`src/rtl/imem_pkg.sv`:
```
// Shared types and constants for the instruction-memory arbiter and its pick logic.
package imem_pkg;

   typedef enum logic [1:0] {
      OWN_NONE,
      OWN_FETCH,
      OWN_LOAD
   } owner_t;

   localparam int WORD_ADR_W   = 30;
   localparam int DEF_MEM_SIZE = 1024;

   // Bit positions inside the one-hot grant vector.
   localparam int GNT_F = 0;
   localparam int GNT_L = 1;

   function automatic logic word_in_range(input logic [WORD_ADR_W-1:0] word_adr,
                                          input int mem_size);
      return 32'(word_adr) < 32'(mem_size);
   endfunction

endpackage

```
`src/rtl/imem_arbiter_if.sv`:
```
// Fetch, loader and memory-side signals of the instruction-memory arbiter.
interface imem_arbiter_if;

   logic        f_req;
   logic [31:0] f_adr;
   logic        f_gnt;
   logic        f_rvalid;
   logic [31:0] f_rdata;
   logic        f_err;

   logic        l_req;
   logic        l_we;
   logic        l_lock;
   logic [31:0] l_adr;
   logic [31:0] l_wdata;
   logic        l_gnt;
   logic        l_rvalid;
   logic [31:0] l_rdata;
   logic        l_err;

   logic [31:0] mem_adr;
   logic        mem_load;
   logic [31:0] mem_in;
   logic [31:0] mem_out;
   logic        mem_done;

   modport slave (
      input  f_req, f_adr, l_req, l_we, l_lock, l_adr, l_wdata, mem_out, mem_done,
      output f_gnt, f_rvalid, f_rdata, f_err, l_gnt, l_rvalid, l_rdata, l_err,
             mem_adr, mem_load, mem_in
   );

   modport master (
      output f_req, f_adr, l_req, l_we, l_lock, l_adr, l_wdata, mem_out, mem_done,
      input  f_gnt, f_rvalid, f_rdata, f_err, l_gnt, l_rvalid, l_rdata, l_err,
             mem_adr, mem_load, mem_in
   );

endinterface

```
`src/rtl/imem_arb_pick.sv`:
```
// Combinational winner selection: round-robin with a bounded loader burst lock.
module imem_arb_pick
   import imem_pkg::*;
#(
   parameter int MAX_BURST = 8
) (
   input  logic       f_req,
   input  logic       l_req,
   input  logic       l_lock,
   input  owner_t     last,
   input  logic [7:0] burst_cnt,
   input  logic       mem_done,
   output logic [1:0] gnt
);

   // NOTE: every output of an always_comb gets a default first so no path leaves it unassigned (no latch).
   always_comb begin
      gnt = '0;
      if (mem_done) begin
         if (f_req && !l_req) begin
            gnt[GNT_F] = 1'b1;
         end else if (l_req && !f_req) begin
            gnt[GNT_L] = 1'b1;
         end else if (f_req && l_req) begin
            if (l_lock && last == OWN_LOAD && burst_cnt < 8'(MAX_BURST)) begin
               gnt[GNT_L] = 1'b1;
            end else if (last == OWN_LOAD) begin
               gnt[GNT_F] = 1'b1;
            end else begin
               gnt[GNT_L] = 1'b1;
            end
         end
      end
   end

endmodule

```
`src/rtl/imem_arbiter.sv`:
```
// Shares one single-ported instruction memory between fetch (read) and loader (read/write).
module imem_arbiter
   import imem_pkg::*;
#(
   parameter int MEM_SIZE  = DEF_MEM_SIZE,
   parameter int MAX_BURST = 8
) (
   input  logic         clk,
   input  logic         rst_n,
   imem_arbiter_if.slave bus
);

   owner_t     last_q, last_d;
   logic [7:0] burst_cnt_q, burst_cnt_d;
   owner_t     owner_q, owner_d;
   logic       is_wr_q, is_wr_d;
   logic       oor_q, oor_d;

   logic [1:0] pick_gnt;
   logic       f_gnt, l_gnt;
   logic       f_oor, l_oor;

   imem_arb_pick #(.MAX_BURST(MAX_BURST)) u_pick (
      .f_req     (bus.f_req),
      .l_req     (bus.l_req),
      .l_lock    (bus.l_lock),
      .last      (last_q),
      .burst_cnt (burst_cnt_q),
      .mem_done  (bus.mem_done),
      .gnt       (pick_gnt)
   );

   // Grants are held off combinationally for the whole reset window.
   assign f_gnt     = pick_gnt[GNT_F] & rst_n;
   assign l_gnt     = pick_gnt[GNT_L] & rst_n;
   assign bus.f_gnt = f_gnt;
   assign bus.l_gnt = l_gnt;

   assign f_oor = !word_in_range(bus.f_adr[31:2], MEM_SIZE);
   assign l_oor = !word_in_range(bus.l_adr[31:2], MEM_SIZE);

   always_comb begin
      last_d       = last_q;
      burst_cnt_d  = burst_cnt_q;
      owner_d      = OWN_NONE;
      is_wr_d      = 1'b0;
      oor_d        = 1'b0;
      bus.mem_adr  = '0;
      bus.mem_load = 1'b0;
      bus.mem_in   = '0;

      if (f_gnt) begin
         last_d      = OWN_FETCH;
         owner_d     = OWN_FETCH;
         oor_d       = f_oor;
         bus.mem_adr = bus.f_adr;
      end else if (l_gnt) begin
         last_d       = OWN_LOAD;
         owner_d      = OWN_LOAD;
         is_wr_d      = bus.l_we;
         oor_d        = l_oor;
         bus.mem_adr  = bus.l_adr;
         bus.mem_load = bus.l_we & ~l_oor;
         bus.mem_in   = bus.l_wdata;
      end

      if (!bus.l_lock || f_gnt) begin
         burst_cnt_d = '0;
      end else if (l_gnt && bus.f_req && burst_cnt_q < 8'(MAX_BURST)) begin
         burst_cnt_d = burst_cnt_q + 8'd1;
      end
   end

   // NOTE: state registers use non-blocking assignments so every flop samples pre-edge values.
   always_ff @(posedge clk or negedge rst_n) begin
      if (!rst_n) begin
         last_q      <= OWN_LOAD;
         burst_cnt_q <= '0;
         owner_q     <= OWN_NONE;
         is_wr_q     <= 1'b0;
         oor_q       <= 1'b0;
      end else begin
         last_q      <= last_d;
         burst_cnt_q <= burst_cnt_d;
         owner_q     <= owner_d;
         is_wr_q     <= is_wr_d;
         oor_q       <= oor_d;
      end
   end

   // Response stage: mem_out is already registered inside the memory, so it is steered straight through.
   always_comb begin
      bus.f_rvalid = (owner_q == OWN_FETCH);
      bus.f_err    = (owner_q == OWN_FETCH) && oor_q;
      bus.f_rdata  = (owner_q == OWN_FETCH && !oor_q) ? bus.mem_out : '0;
      bus.l_rvalid = (owner_q == OWN_LOAD);
      bus.l_err    = (owner_q == OWN_LOAD) && oor_q;
      bus.l_rdata  = (owner_q == OWN_LOAD && !oor_q && !is_wr_q) ? bus.mem_out : '0;
   end

endmodule

```
`src/flat_wrapper.sv`:
```
// flat-port wrapper written by rule: the top's interface ports become plain ports
module imem_arbiter_flat import imem_pkg::*;
#(
   parameter int MEM_SIZE  = DEF_MEM_SIZE,
   parameter int MAX_BURST = 8
)
  (clk, rst_n, bus_f_req, bus_f_adr, bus_l_req, bus_l_we, bus_l_lock, bus_l_adr, bus_l_wdata, bus_mem_out, bus_mem_done, bus_f_gnt, bus_f_rvalid, bus_f_rdata, bus_f_err, bus_l_gnt, bus_l_rvalid, bus_l_rdata, bus_l_err, bus_mem_adr, bus_mem_load, bus_mem_in);
  imem_arbiter_if bus_i ();
  input  logic clk;
  input  logic rst_n;
  input wire logic [$bits(bus_i.f_req)-1:0] bus_f_req;
  input wire logic [$bits(bus_i.f_adr)-1:0] bus_f_adr;
  input wire logic [$bits(bus_i.l_req)-1:0] bus_l_req;
  input wire logic [$bits(bus_i.l_we)-1:0] bus_l_we;
  input wire logic [$bits(bus_i.l_lock)-1:0] bus_l_lock;
  input wire logic [$bits(bus_i.l_adr)-1:0] bus_l_adr;
  input wire logic [$bits(bus_i.l_wdata)-1:0] bus_l_wdata;
  input wire logic [$bits(bus_i.mem_out)-1:0] bus_mem_out;
  input wire logic [$bits(bus_i.mem_done)-1:0] bus_mem_done;
  output wire logic [$bits(bus_i.f_gnt)-1:0] bus_f_gnt;
  output wire logic [$bits(bus_i.f_rvalid)-1:0] bus_f_rvalid;
  output wire logic [$bits(bus_i.f_rdata)-1:0] bus_f_rdata;
  output wire logic [$bits(bus_i.f_err)-1:0] bus_f_err;
  output wire logic [$bits(bus_i.l_gnt)-1:0] bus_l_gnt;
  output wire logic [$bits(bus_i.l_rvalid)-1:0] bus_l_rvalid;
  output wire logic [$bits(bus_i.l_rdata)-1:0] bus_l_rdata;
  output wire logic [$bits(bus_i.l_err)-1:0] bus_l_err;
  output wire logic [$bits(bus_i.mem_adr)-1:0] bus_mem_adr;
  output wire logic [$bits(bus_i.mem_load)-1:0] bus_mem_load;
  output wire logic [$bits(bus_i.mem_in)-1:0] bus_mem_in;
  assign bus_i.f_req = bus_f_req;
  assign bus_i.f_adr = bus_f_adr;
  assign bus_i.l_req = bus_l_req;
  assign bus_i.l_we = bus_l_we;
  assign bus_i.l_lock = bus_l_lock;
  assign bus_i.l_adr = bus_l_adr;
  assign bus_i.l_wdata = bus_l_wdata;
  assign bus_i.mem_out = bus_mem_out;
  assign bus_i.mem_done = bus_mem_done;
  assign bus_f_gnt = bus_i.f_gnt;
  assign bus_f_rvalid = bus_i.f_rvalid;
  assign bus_f_rdata = bus_i.f_rdata;
  assign bus_f_err = bus_i.f_err;
  assign bus_l_gnt = bus_i.l_gnt;
  assign bus_l_rvalid = bus_i.l_rvalid;
  assign bus_l_rdata = bus_i.l_rdata;
  assign bus_l_err = bus_i.l_err;
  assign bus_mem_adr = bus_i.mem_adr;
  assign bus_mem_load = bus_i.mem_load;
  assign bus_mem_in = bus_i.mem_in;
  imem_arbiter #(.MEM_SIZE(MEM_SIZE), .MAX_BURST(MAX_BURST)) u_core (.clk(clk), .rst_n(rst_n), .bus(bus_i));
endmodule
```
`config.mk`:
```
export PLATFORM = sky130hd
export DESIGN_NAME = imem_arbiter_flat
export DESIGN_NICKNAME = d
export VERILOG_FILES = /design/src/rtl/imem_pkg.sv /design/src/rtl/imem_arbiter_if.sv /design/src/rtl/imem_arb_pick.sv /design/src/rtl/imem_arbiter.sv /design/src/flat_wrapper.sv
export SDC_FILE = /design/constraint.sdc
export NUM_CORES = 1
export LEC_CHECK = 0
export ABC_AREA = 0
export CAP_MARGIN = 40
export CORE_AREA = 2 2 106 108
export DETAILED_ROUTE_END_ITERATION = 10
export DIE_AREA = 0 0 108 110
export PLACE_DENSITY_LB_ADDON = 0.3
export SLEW_MARGIN = 15
export SYNTH_ARGS = -nofsm -noshare
export SYNTH_HDL_FRONTEND = slang
export SYNTH_HIERARCHICAL = 1
export SYNTH_SLANG_ARGS = --single-unit
```
`constraint.sdc`:
```
create_clock -name clk -period 3.61 [get_ports clk]
set_input_delay 0.722 -clock clk [delete_from_list [all_inputs] [get_ports clk]]
set_output_delay 0.722 -clock clk [all_outputs]
set_load 0.005 [all_outputs]
```
==> impl_summary.md, run 1 <==
Setup path
The startpoint of the most critical setup path is bus_l_lock. Following the worst setup path forward leads to its endpoint at bus_mem_in[19]. The critical path class is in2out. The endpoint kind of the worst setup timing path is an output pin. The required time at the endpoint of the critical path is 2890 ps. Data on the critical path arrives at its endpoint at 2890 ps.

The endpoint of the lowest-slack register-to-register path is u_core/burst_cnt_q[1]. The register-to-register setup slack is between 1000 and 1500 ps. Along the worst path, the maximum fanout reaches 9.

Measured in cells, the most critical reg-to-reg path has a length of 9. The launch instance of the worst register-to-register path is u_core/burst_cnt_q[5]. STA classifies the critical path startpoint as an input pin.

Placed design
The congestion estimate from routability-driven global placement came to between 0.8 and 0.9. The post-placement setup slack is -370 ps. The detailed-placement wirelength estimate is ~8300 um.

The quantity of I/O buffers inserted on ports is roughly 270. The cell total after placement is 624.

STA
Setup repair after global routing could not meet its margin everywhere. The measured slew at the worst slew-check pin is between 300 and 400 ps. In this run the tightest slew margin relative to its limit is between 70% and 80%. The clock arrives with roughly 2.6 ps of skew. The final count of pins violating max slew is 0. The number of failing setup endpoints in the final timing report is 5. The minimum clock period after layout is 3620 ps.

The achievable frequency is roughly 280 MHz. The period utilization is 100%. Final hold analysis gives a worst-case slack of between 400 and 500 ps. Setup total negative slack on the finished layout was measured at -15.5 ps. The final number of hold-violating endpoints is 0.

The worst setup margin is -6.48 ps.

Floorplanning
During I/O placement, the number of pins put on the boundary was 270. The vertical die dimension is between 100 and 150 um. The die covers roughly 0.012 sq mm.

The number of standard-cell rows in the floorplan is 38. The initial utilization of the core area, before any placement, comes to around 16%. Measured along the x axis, the die boundary spans 108 um. The core area is 0.0107 sq mm.

Global route
The via count of the first global-routing pass is 2691. Entering global routing, the biggest net connects 33 pins. The global-route total usage across every layer is between 10 and 15%. The first global-routing pass estimated approximately 14000 um of wire. Summed over all layers, the global routing overflow is 0.

The initial antenna violation count is 0.

Routing
The final route contains roughly 2700 vias. Using the TritonRoute via totals, the vias-per-cell ratio works out to approximately 4.2. The routed wire length is 9770 um. The initial DRC count is 200. The first detailed-routing pass took 4 iterations. Dividing the detail-routed wire length by the instance count gives approximately 15 um.

For this run, design rule violations remaining after detail routing come to 0. The count of nets left with antenna violations after detail routing is 0.

Power and ir drop
VDD sags by at most roughly 75 uV. The total chip power is 0.000680 W. The analysis attributes to cell leakage a power of 2.49 nW. The total power density per cell area is about 140 mW/mm^2.

Cells and area
The final instance count without filler cells is 640. In the final layout, the share of cells above drive strength 1 is under 10%. Summing all multi-input logic gate instances after layout gives around 0.0013 sq mm.

The filler cells instantiated in the layout total 1036. The area of all sequential standard cells is about 350 sq um. The final net count is ~640. The number of antenna diodes in the final layout is 0. The signed area change from the synthesized netlist to the final layout is 191%.

Synthesis
The mapped cell area is 0.00169 sq mm. The share of the synthesized area in compound gates (AO/OA/AOI/OAI) is 20.1%. The mean cell area of the mapped netlist is 7.78 sq um. The fraction of synthesis flops using an asynchronous set or reset pin is 100%. The simple-gate share of the synthesized area is roughly 52%. Sorting the synthesized cells by how often they occur yields and2_1 (100), a22o_1 (32), dfrtp_1 (13), clkbuf_1 (12), nor4_1 (10). The number of flops mapped to enable cells by yosys is 0. In the synthesized netlist the dominant register cell turns out to be dfrtp_1. The multiplexer area fraction after synthesis is less than 1%. The most frequently used cell type in the post-synthesis netlist is and2_1. The post-synth net total is 353.

Of the total synthesized cell area, the portion taken by full adders, half adders and majority gates is less than 1%. The largest family of logic cells by synthesized area is simple AND/OR/NAND/NOR gates. The sequential element share of the synthesized area is a little over a fifth. Synthesis instantiated 32 different standard cells from the library.

Summed over its instances, the top area cell type makes up approximately 37% of the synthesized netlist area. The synthesized design spends more area on one cell type than any other, namely and2_1. The Yosys warning count is 6. The post-synthesis sequential element count is 14.

After synthesis, the cell types taking the most area are and2_1 (37%), dfrtp_1 (19%), a22o_1 (17%). Synthesis produced 217 cells. The share of the synthesized netlist area taken by xor and xnor gates is under 10%.

Hold path
The worst hold path belongs to the class reg2reg. The worst hold path cell count is 2.

Clocking
At the later pin of the worst-skew pair, clock insertion delay measures 240 ps. Clock-pin slew was measured on the worst setup and hold paths at approximately 60 ps. The root buffer cell chosen for the clock tree is clkbuf_8.

CTS built an H-tree with a depth of 1. The clock drives 14 sinks. In this run the deepest clock path goes through 2 buffers. TritonCTS built the clock tree. Buffers inserted during clock tree synthesis total 3.

Run status
The flow ran to the end, but the final reports show violations. The final reports fail on setup timing.

Run
The total of max-cap violations is 0.
[cell usage in the layout (no fill, tap or decap), drive strengths merged, types with 3 or more instances in the layout]
| cell type | n |
|---|---|
| a22o | 32 |
| and2 | 100 |
| and3 | 4 |
| buf | 24 |
| clkbuf | 8 |
| clkdlybuf4s50 | 211 |
| dfrtp | 13 |
| dlygate4sd2 | 31 |
| dlymetal6s2s | 23 |
| inv | 5 |
| nand2 | 8 |
| nor2 | 7 |
| nor2b | 3 |
| nor4 | 11 |
[worst max-delay path: stages]
cell             delay, ps
clkbuf_2                90
or4b_4                 460
o311ai_4               240
o211a_1                230
nand2_4                 70
nor2_4                 160
bufbuf_16              290
and2_1                 120
clkdlybuf4s50_1        510
[worst min-delay path by stage]
stage / end / startpoint
global placement: u_core/last_q[0] / u_core/last_q[0]
floorplan: u_core/burst_cnt_q[0] / rst_n
detailed placement: u_core/last_q[0] / u_core/last_q[0]
global route: u_core/last_q[0] / u_core/last_q[0]
finish: u_core/last_q[0] / u_core/last_q[0]
CTS: u_core/last_q[0] / u_core/last_q[0]
[registers in the layout, indices dropped and copies added, names as in the netlist]
register            count
u_core/owner_q          2
u_core/is_wr_q          1
u_core/last_q           2
u_core/burst_cnt_q      8
u_core/oor_q            1
[area by class of cell]
cell class,instances,share of cell area (%)
repair buffers,295,61.7
multi-input cells,182,26.1
flip-flops and latches,14,7.15
well taps,140,3.56
clock buffers,4,1.12
inverters,5,0.382
[stage by stage]
stage                     cell area, sq um  utilization, %
after floorplan                       1690               -
after global placement                4660            43.6
after detailed placement              4660            43.6
after CTS                             4800            44.9
after global routing                  4920            46.0
final                                 4920            46.0
[timing repair]
action                     4_1_cts  5_1_grt
pin swaps                        0        1
resized for setup               43       34
setup endpoints to repair       67       34
hold endpoints to repair         0        0
buffers inserted                 3        7
gates cloned                     3        1
hold buffers                     0        0
[power breakdown]
group | total (W) | switching (W) | internal (W)
Clock | 0.000150 | 0.0000538 | 0.0000964
Combinational | 0.000358 | 0.000108 | 0.000251
Sequential | 0.000171 | 0.00000555 | 0.000166
[logic make-up after synthesis]
kind of cell | Yosys count
AND/OR/NAND/NOR | 139
AO/OA/AOI/OAI | 39
buffers and inverters | 21
flip-flops | 14
XOR/XNOR | 2
multiplexers | 1
adder cells (fa/ha/maj) | 1
[layer usage]
layer  vias to the layer above  GRT usage [%]  wire, um
met3                         4           3.64       971
met5                         -              0         0
met2                       172           30.6      5390
met4                         0           2.29        68
met1                      1208           14.3      3330
li1                       1321              -         -
Power figures use the tool's default switching activity.
==> run 2, diff against run 1 <==
==> constraint.sdc (replaced) <==
create_clock -name clk -period 3.61 [get_ports clk]
set_input_delay 0.722 -clock clk [delete_from_list [all_inputs] [get_ports clk]]
set_output_delay 0.722 -clock clk [all_outputs]
set_load 0.02 [all_outputs]
==> run 2 against run 1 <==
The flow now finishes without violations. Sequential power about the same. Routed wire length is 0.81% lower. Maximum frequency grew 2.8%. Via count decreased by 1.4%. Utilization decreased by 1.2 points. Count of clock-buffer cells in the layout unchanged. Worst hold slack gained 4.3 ps. Sequential share of layout area increased by 0.19 points. Setup slack improved by 100 ps. Global-route usage is 0.081 points higher.
==> impl_summary.md, run 2 (synthesis gave the netlist of run 1 again) <==
Run status
The run finished with clean final reports.

Setup path
Grouping stages by cell kind, the critical path spends the most delay in buffers and inverters. The endpoint kind of the worst setup timing path is an output pin. The cell with the most instances on the worst path is dlygate4sd2_1.

The launching element type of the critical path is an input pin. The register-to-register setup slack was 1190 ps (+80 ps). The delay contributed by the slowest stage of the critical path is 480 ps (-30 ps). The required time at the endpoint of the critical path is 2890 ps (about the same). The number of buffers and inverters on the critical path is 4 (+1). The setup path with the least slack is of type in2out.

The signal on the critical path passes through dlygate4sd2_1 > or4b_4 > o311ai_4 > o211a_1 > nand2_4 > nor2_4 > buf_12 > buf_8 > and2_1 > dlygate4sd2_1. The slowest stage cell on the critical path is or4b_4. The critical path arrival is 2790 ps (-100 ps). The top fanout value on the critical path is 10 (+1).

Cells and area
The count of inserted antenna diode cells is 0 (unchanged). The register with the most flip-flops is u_core/burst_cnt_q. The area of the multi-input gates came to 0.00128 sq mm (unchanged). The area of all sequential standard cells came to 352 sq um (unchanged).

The number of filler cells placed in the layout is 1069 (+3.2%). Leaving out fill and tap cells, the most frequent cells in the layout are clkdlybuf4s50_1 (201), and2_1 (99), clkdlybuf4s15_2 (39), a22o_1 (32), buf_4 (14). The number of flip-flops in the largest register is 8 (unchanged). The final core utilization is 44.7% (-1.2 points). The library cell used most frequently in the layout, excluding fill and tap cells, is clkdlybuf4s50_1.

The final instance count without filler cells was 635 (-0.78%). The largest registers in the layout are u_core/burst_cnt_q (8), u_core/last_q (2), u_core/owner_q (2). The layout cell share with drive strength beyond 1 was 18.6% (+9.4 points).

The final net count came to 632 (-0.78%). Compared with the post-synthesis result, the final layout area differs by 183%.

Routing
The initial DRC count is 128 (-36%). The overall via count from detail_route is 2667 (-1.4%). The per-cell routed wire length is 15.3 um (about the same). The via density per instance is 4.20 (-0.63%). The final routed DRC violation total is 0 (unchanged). The count of nets left with antenna violations after detail routing is 0 (unchanged). The number of detailed-route iterations in the first pass is 3 (-1). The routed wire length was 9690 um (-0.81%).

Global route
The maximum number of pins on one net before global-route repair is 37 (+12%). The via count of the first global-routing pass is 2702 (+0.41%). The global-route wire length before repair was 13600 um (+0.35%). The initial antenna violation count was 0 (unchanged).

The total congestion overflow came to 0 (unchanged). The global-route total usage across every layer came to 14.6% (+0.081 points).

Floorplanning
The horizontal die dimension is 108 um (unchanged). The number of standard-cell rows in the floorplan is 38 (unchanged). The overall die area is 0.0119 sq mm (unchanged). The vertical die dimension was 110 um (unchanged).

The effective utilization at floorplan is 15.8% (unchanged). The core area is 0.0107 sq mm (unchanged). The number of ports placed on the die boundary is 270 (unchanged).

Run
The total of max-cap violations is 0 (unchanged).

STA
The tightest hold margin is 478 ps (+4.31 ps). The achievable frequency is 284 MHz (+2.8%). The measured slew at the worst slew-check pin came to 421 ps (+41.7 ps). The number of failing setup endpoints in the final timing report is 0 (-5).

The relative slew slack came to 71.7% (-3.0 points). The largest clock skew in the final design is 10.2 ps (+7.62 ps). The total negative setup slack is 0 ps (+15.5 ps). The period utilization is 97.4% (-2.8 points). The minimum clock period after layout is 3520 ps (-99.5 ps). The final number of hold-violating endpoints is 0 (unchanged). The final count of pins violating max slew is 0 (unchanged).

Clocking
The TritonCTS clock tree is yes. The clock input transition at the sequential cells of the worst setup and hold paths was 70 ps (about the same). The cts-stage hold buffer count is 0 (unchanged). The maximum clock insertion buffer count is 2 (unchanged). The clock network latency to the later pin of the worst-skew pair came to 240 ps (about the same). The deepest level of the CTS H-tree came to 1 (unchanged). Clock tree synthesis selected as its root buffer the cell clkbuf_8. The clock buffer count from CTS came to 3 (unchanged). The number of clock sinks seen by CTS is 14 (unchanged).

Power and ir drop
The total chip power was 0.000706 W (+3.9%). The maximum vdd ir drop is 116 uV (+55%). The leakage power is 1.99 nW (-20%). The total power density per cell area was 148 mW/mm^2 (+6.8%).

Placed design
The quantity of I/O buffers inserted on ports is 269 (unchanged). The final weighted congestion in routability-driven placement is 0.797 (-2.6%). The detailed-placement wirelength estimate is 8380 um (+0.46%). The cell total after placement came to 627 (+0.48%).

Hold path
The tightest min-delay check is of the reg2reg type.
-- run 2: through the flow --
stage               setup slack [ps]  area [sq um]
global placement                -494          4660
finish                          93.0          4790
detailed placement              -514          4660
floorplan                        356          1690
CTS                            -48.6          4790
global route                   -3.08          4790
-- run 2: layout make-up --
class,instances,share of cell area [%]
inverters,5,0.392
multi-input cells,182,26.8
repair buffers,290,60.8
well taps,140,3.66
clock buffers,4,0.941
flip-flops and latches,14,7.35
-- run 2: metal layers --
metal	global-route usage (%)	wire length (um)	vias to the layer above
met1	14.8	3360	1191
met5	0	0	-
met4	2.20	71	0
li1	-	-	1308
met2	29.8	5240	164
met3	4.23	1010	4
-- run 2: timing repair --
action	4_1_cts	5_1_grt
gates cloned	1	1
setup buffers	1	1
resized for setup	188	18
pin swaps	3	2
setup endpoints to repair	67	60
-- run 2: final timing paths --
check	start	endpoint	depth (start not counted)
setup / recovery	bus_l_lock	bus_mem_in[2]	10
hold / removal	u_core/last_q[0]	u_core/last_q[0]	2
setup reg to reg	u_core/burst_cnt_q[5]	u_core/burst_cnt_q[1]	8
hold reg to reg	u_core/last_q[0]	u_core/last_q[0]	2
max in group asynchronous	rst_n	u_core/last_q[1]	2
min in group asynchronous	rst_n	u_core/burst_cnt_q[6]	2
-- run 2: where the power goes --
part | switching (W) | internal [W]
Sequential | 0.00000527 | 0.000166
Clock | 0.0000556 | 0.0000779
Combinational | 0.000158 | 0.000244
-- run 2: worst reg2reg max path, delay by kind of cell, from the launching register on --
kind	cells	cell delay, ps
mux	1	220
compound gates	2	490
simple gates	4	970
flops	1	440
buf+inv	1	170
==> run 3, diff against run 2 <==
- PLACE_DENSITY_LB_ADDON: 0.3 -> default
- RECOVER_POWER: default -> 50
==> run 3 against run 2 <==
Maximum frequency fell by 0.21%. Via count is 0.34% lower. Total power shrank 1.1%. Global-route usage increased by 0.68 points. Critical path depth is 1 higher. Worst hold slack lost 0.88 ps. Non-clock buffer count decreased by 4. Register-to-register slack got worse by 260 ps. Flip-flop and latch count unchanged. Routed wire length is 4.6% higher. Design area fell by 2.1%. Count of clock-buffer cells in the layout unchanged. Largest cell class unchanged.
==> impl_summary.md, run 3 (synthesis gave the netlist of run 1 again) <==
Run status
The run finished with clean final reports.

Setup path
The worst-case reg-to-reg path depth is 8 (unchanged). The critical path class is in2out. In this run the critical register-to-register path is launched from u_core/burst_cnt_q[5].

On the critical path, the stage with the largest delay is an instance of or4b_4. The required time at the endpoint of the critical path is 2890 ps (about the same). The signal on the critical path passes through dlygate4sd2_1 > or4b_4 > o311ai_4 > o211a_1 > nand2_4 > nor2_4 > buf_12 > buf_12 > buf_16 > and2_1 > buf_2. The critical path arrival is 2800 ps (about the same).

The delay contributed by the slowest stage of the critical path is 480 ps (about the same). The cell with the most instances on the worst path is buf_12. The register-to-register setup slack is 930 ps (-260 ps).

The top fanout value on the critical path is 11 (+1). The endpoint kind of the worst setup timing path is an output pin. In this run the critical register-to-register path is captured at u_core/burst_cnt_q[1]. The worst setup path is launched from an input pin.

Routing
The via density per instance is 4.21 (+0.29%). The count of nets left with antenna violations after detail routing is 0 (unchanged). The number of detailed-route iterations in the first pass is 4 (+1). The overall via count from detail_route was 2658 (-0.34%). The final routed DRC violation total came to 0 (unchanged). The routed wire length was 10100 um (+4.6%).

The initial DRC count is 71 (-45%). The per-cell routed wire length came to 16.1 um (+5.2%).

STA
The achievable frequency was 284 MHz (-0.21%). The number of failing setup endpoints in the final timing report came to 0 (unchanged). The minimum clock period after layout is 3520 ps (+7.32 ps). The final number of hold-violating endpoints came to 0 (unchanged). The largest clock skew in the final design was 0.372 ps (-9.81 ps). Setup repair after global routing could not meet its margin everywhere.

The period utilization is 97.6% (+0.20 points). The total negative setup slack is 0 ps (unchanged). The measured slew at the worst slew-check pin is 685 ps (+264 ps). The worst setup margin is 85.7 ps (-7.32 ps). The relative slew slack is 53.9% (-18 points). The final count of pins violating max slew was 0 (unchanged).

Floorplanning
The vertical die dimension is 110 um (unchanged). The number of ports placed on the die boundary is 270 (unchanged). The number of standard-cell rows in the floorplan is 38 (unchanged). The overall die area came to 0.0119 sq mm (unchanged). The effective utilization at floorplan was 15.8% (unchanged).

The horizontal die dimension was 108 um (unchanged). The core area is 0.0107 sq mm (unchanged).

Cells and area
In the layout the commonest cells are clkdlybuf4s50_1 (164), and2_1 (100), dlygate4sd3_1 (38), a22o_1 (31), clkdlybuf4s15_1 (20). The final net count is 628 (-0.63%). u_core/burst_cnt_q holds more flip-flops than any other register. The library cell used most frequently in the layout, excluding fill and tap cells, is clkdlybuf4s50_1. The number of flip-flops in the largest register came to 8 (unchanged).

The layout cell share with drive strength beyond 1 is 15.1% (-3.5 points). The count of inserted antenna diode cells is 0 (unchanged). In the final layout, the registers with the most flip-flops are u_core/burst_cnt_q (8), u_core/last_q (2), u_core/owner_q (2). The number of filler cells placed in the layout is 1077 (+0.75%). The area of all sequential standard cells was 352 sq um (unchanged).

Relative to the synthesized area, the layout overhead comes to 177%. The area of the multi-input gates is 0.00127 sq mm (-0.88%). The final instance count without filler cells came to 631 (-0.63%). The final core utilization is 43.8% (-0.92 points).

Hold path
In this run the most critical hold path is launched from u_core/last_q[0]. For hold timing, the worst endpoint is u_core/last_q[0]. The min-delay analysis places its worst path in the category reg2reg. The worst hold path cell count came to 2 (unchanged).

Clocking
The number of clock sinks seen by CTS is 14 (unchanged). The clock network latency to the later pin of the worst-skew pair is 240 ps (about the same). The deepest level of the CTS H-tree came to 1 (unchanged). The maximum clock insertion buffer count came to 2 (unchanged). The tree is rooted in a clkbuf_8. The clock buffer count from CTS is 3 (unchanged). TritonCTS built the clock tree. The clock input transition at the sequential cells of the worst setup and hold paths was 50 ps (-20 ps).

Global route
The initial antenna violation count is 0 (unchanged). The via count of the first global-routing pass is 2688 (-0.52%). The global-route wire length before repair is 14100 um (+3.0%). The total congestion overflow came to 0 (unchanged). The maximum number of pins on one net before global-route repair is 36 (-2.7%). The global-route total usage across every layer is 15.3% (+0.68 points).

Power and ir drop
The leakage power is 2.10 nW (+5.7%). The total chip power is 0.000699 W (-1.1%). The total power density per cell area is 149 mW/mm^2 (+1.0%).

The maximum vdd ir drop is 86.5 uV (-25%).

Placed design
The cell total after placement is 621 (-0.96%). The final weighted congestion in routability-driven placement is 0.758 (-4.8%). The detailed-placement wirelength estimate is 8590 um (+2.4%). The post-placement setup slack came to -515 ps (-1.08 ps). The quantity of I/O buffers inserted on ports is 269 (unchanged).

Run
The total of max-cap violations is 0 (unchanged).
run 3: cell types whose count changed in the layout (fill, tap and decap cells not counted), moves of 2 or more:
cell / change
buf_16: +2
buf_2: +3
buf_4: -5
clkbuf_2: +7
clkdlybuf4s15_1: +14
clkdlybuf4s15_2: -24
clkdlybuf4s50_1: -37
dlygate4sd2_1: -2
dlygate4sd3_1: +38
run 3: worst max-delay path, delay by kind of cell:
family	cells	cell delay, ps
and+or+nand+nor	4	830
AOI/OAI and AO/OA	2	490
buffers and inverters	5	740
run 3: power by group:
group          internal, W  total, W  switching (W)
Clock            0.0000778  0.000127      0.0000488
Sequential        0.000166  0.000172     0.00000596
Combinational     0.000238  0.000401       0.000162
Total             0.000482  0.000699       0.000217
run 3: what timing repair did:
| action | CTS | global route |
|---|---|---|
| endpoints found under the setup margin | 67 | 65 |
| pin swaps | 4 | 3 |
| gates cloned | 3 | 0 |
| hold buffers | 0 | 0 |
| resized for setup | 185 | 18 |
| hold endpoints to repair | 0 | 0 |
| setup buffers | 3 | 0 |
run 3: worst max path at each step:
stage,cells past startpoint,from,slack (ps),to
2_1_floorplan,8,bus_l_lock,360,bus_mem_adr[21]
6_report,11,bus_l_lock,90,bus_mem_in[25]
4_1_cts,9,bus_l_lock,-10,bus_mem_adr[3]
5_1_grt,9,bus_l_lock,-3,bus_mem_adr[17]
3_3_place_gp,9,bus_l_lock,-490,bus_mem_adr[3]
3_5_place_dp,9,bus_l_lock,-510,bus_mem_adr[3]
run 3: routing by layer:
layer | up-vias | wire length, um | part of all wire, % | global-route usage (%)
met1 | 1177 | 3230 | 32 | 14.2
met4 | 0 | 170 | 1.7 | 5.68
li1 | 1303 | - | - | -
met5 | - | 0 | 0 | 0
met2 | 168 | 5590 | 55 | 31.1
met3 | 10 | 1140 | 11 | 4.47
run 3: stage by stage:
stage | area (sq um) | hold slack [ps]
2_1_floorplan | 1690 | 426
3_3_place_gp | 4610 | 465
3_5_place_dp | 4610 | 468
4_1_cts | 4750 | 480
5_1_grt | 4690 | 517
6_report | 4690 | 477
run 3: cell type report:
class | count | area share (%)
Tap cell | 140 | 3.74
Timing Repair Buffer | 286 | 60.3
Sequential cell | 14 | 7.50
Clock buffer | 4 | 0.961
Inverter | 5 | 0.400
Multi-Input combinational cell | 182 | 27.1
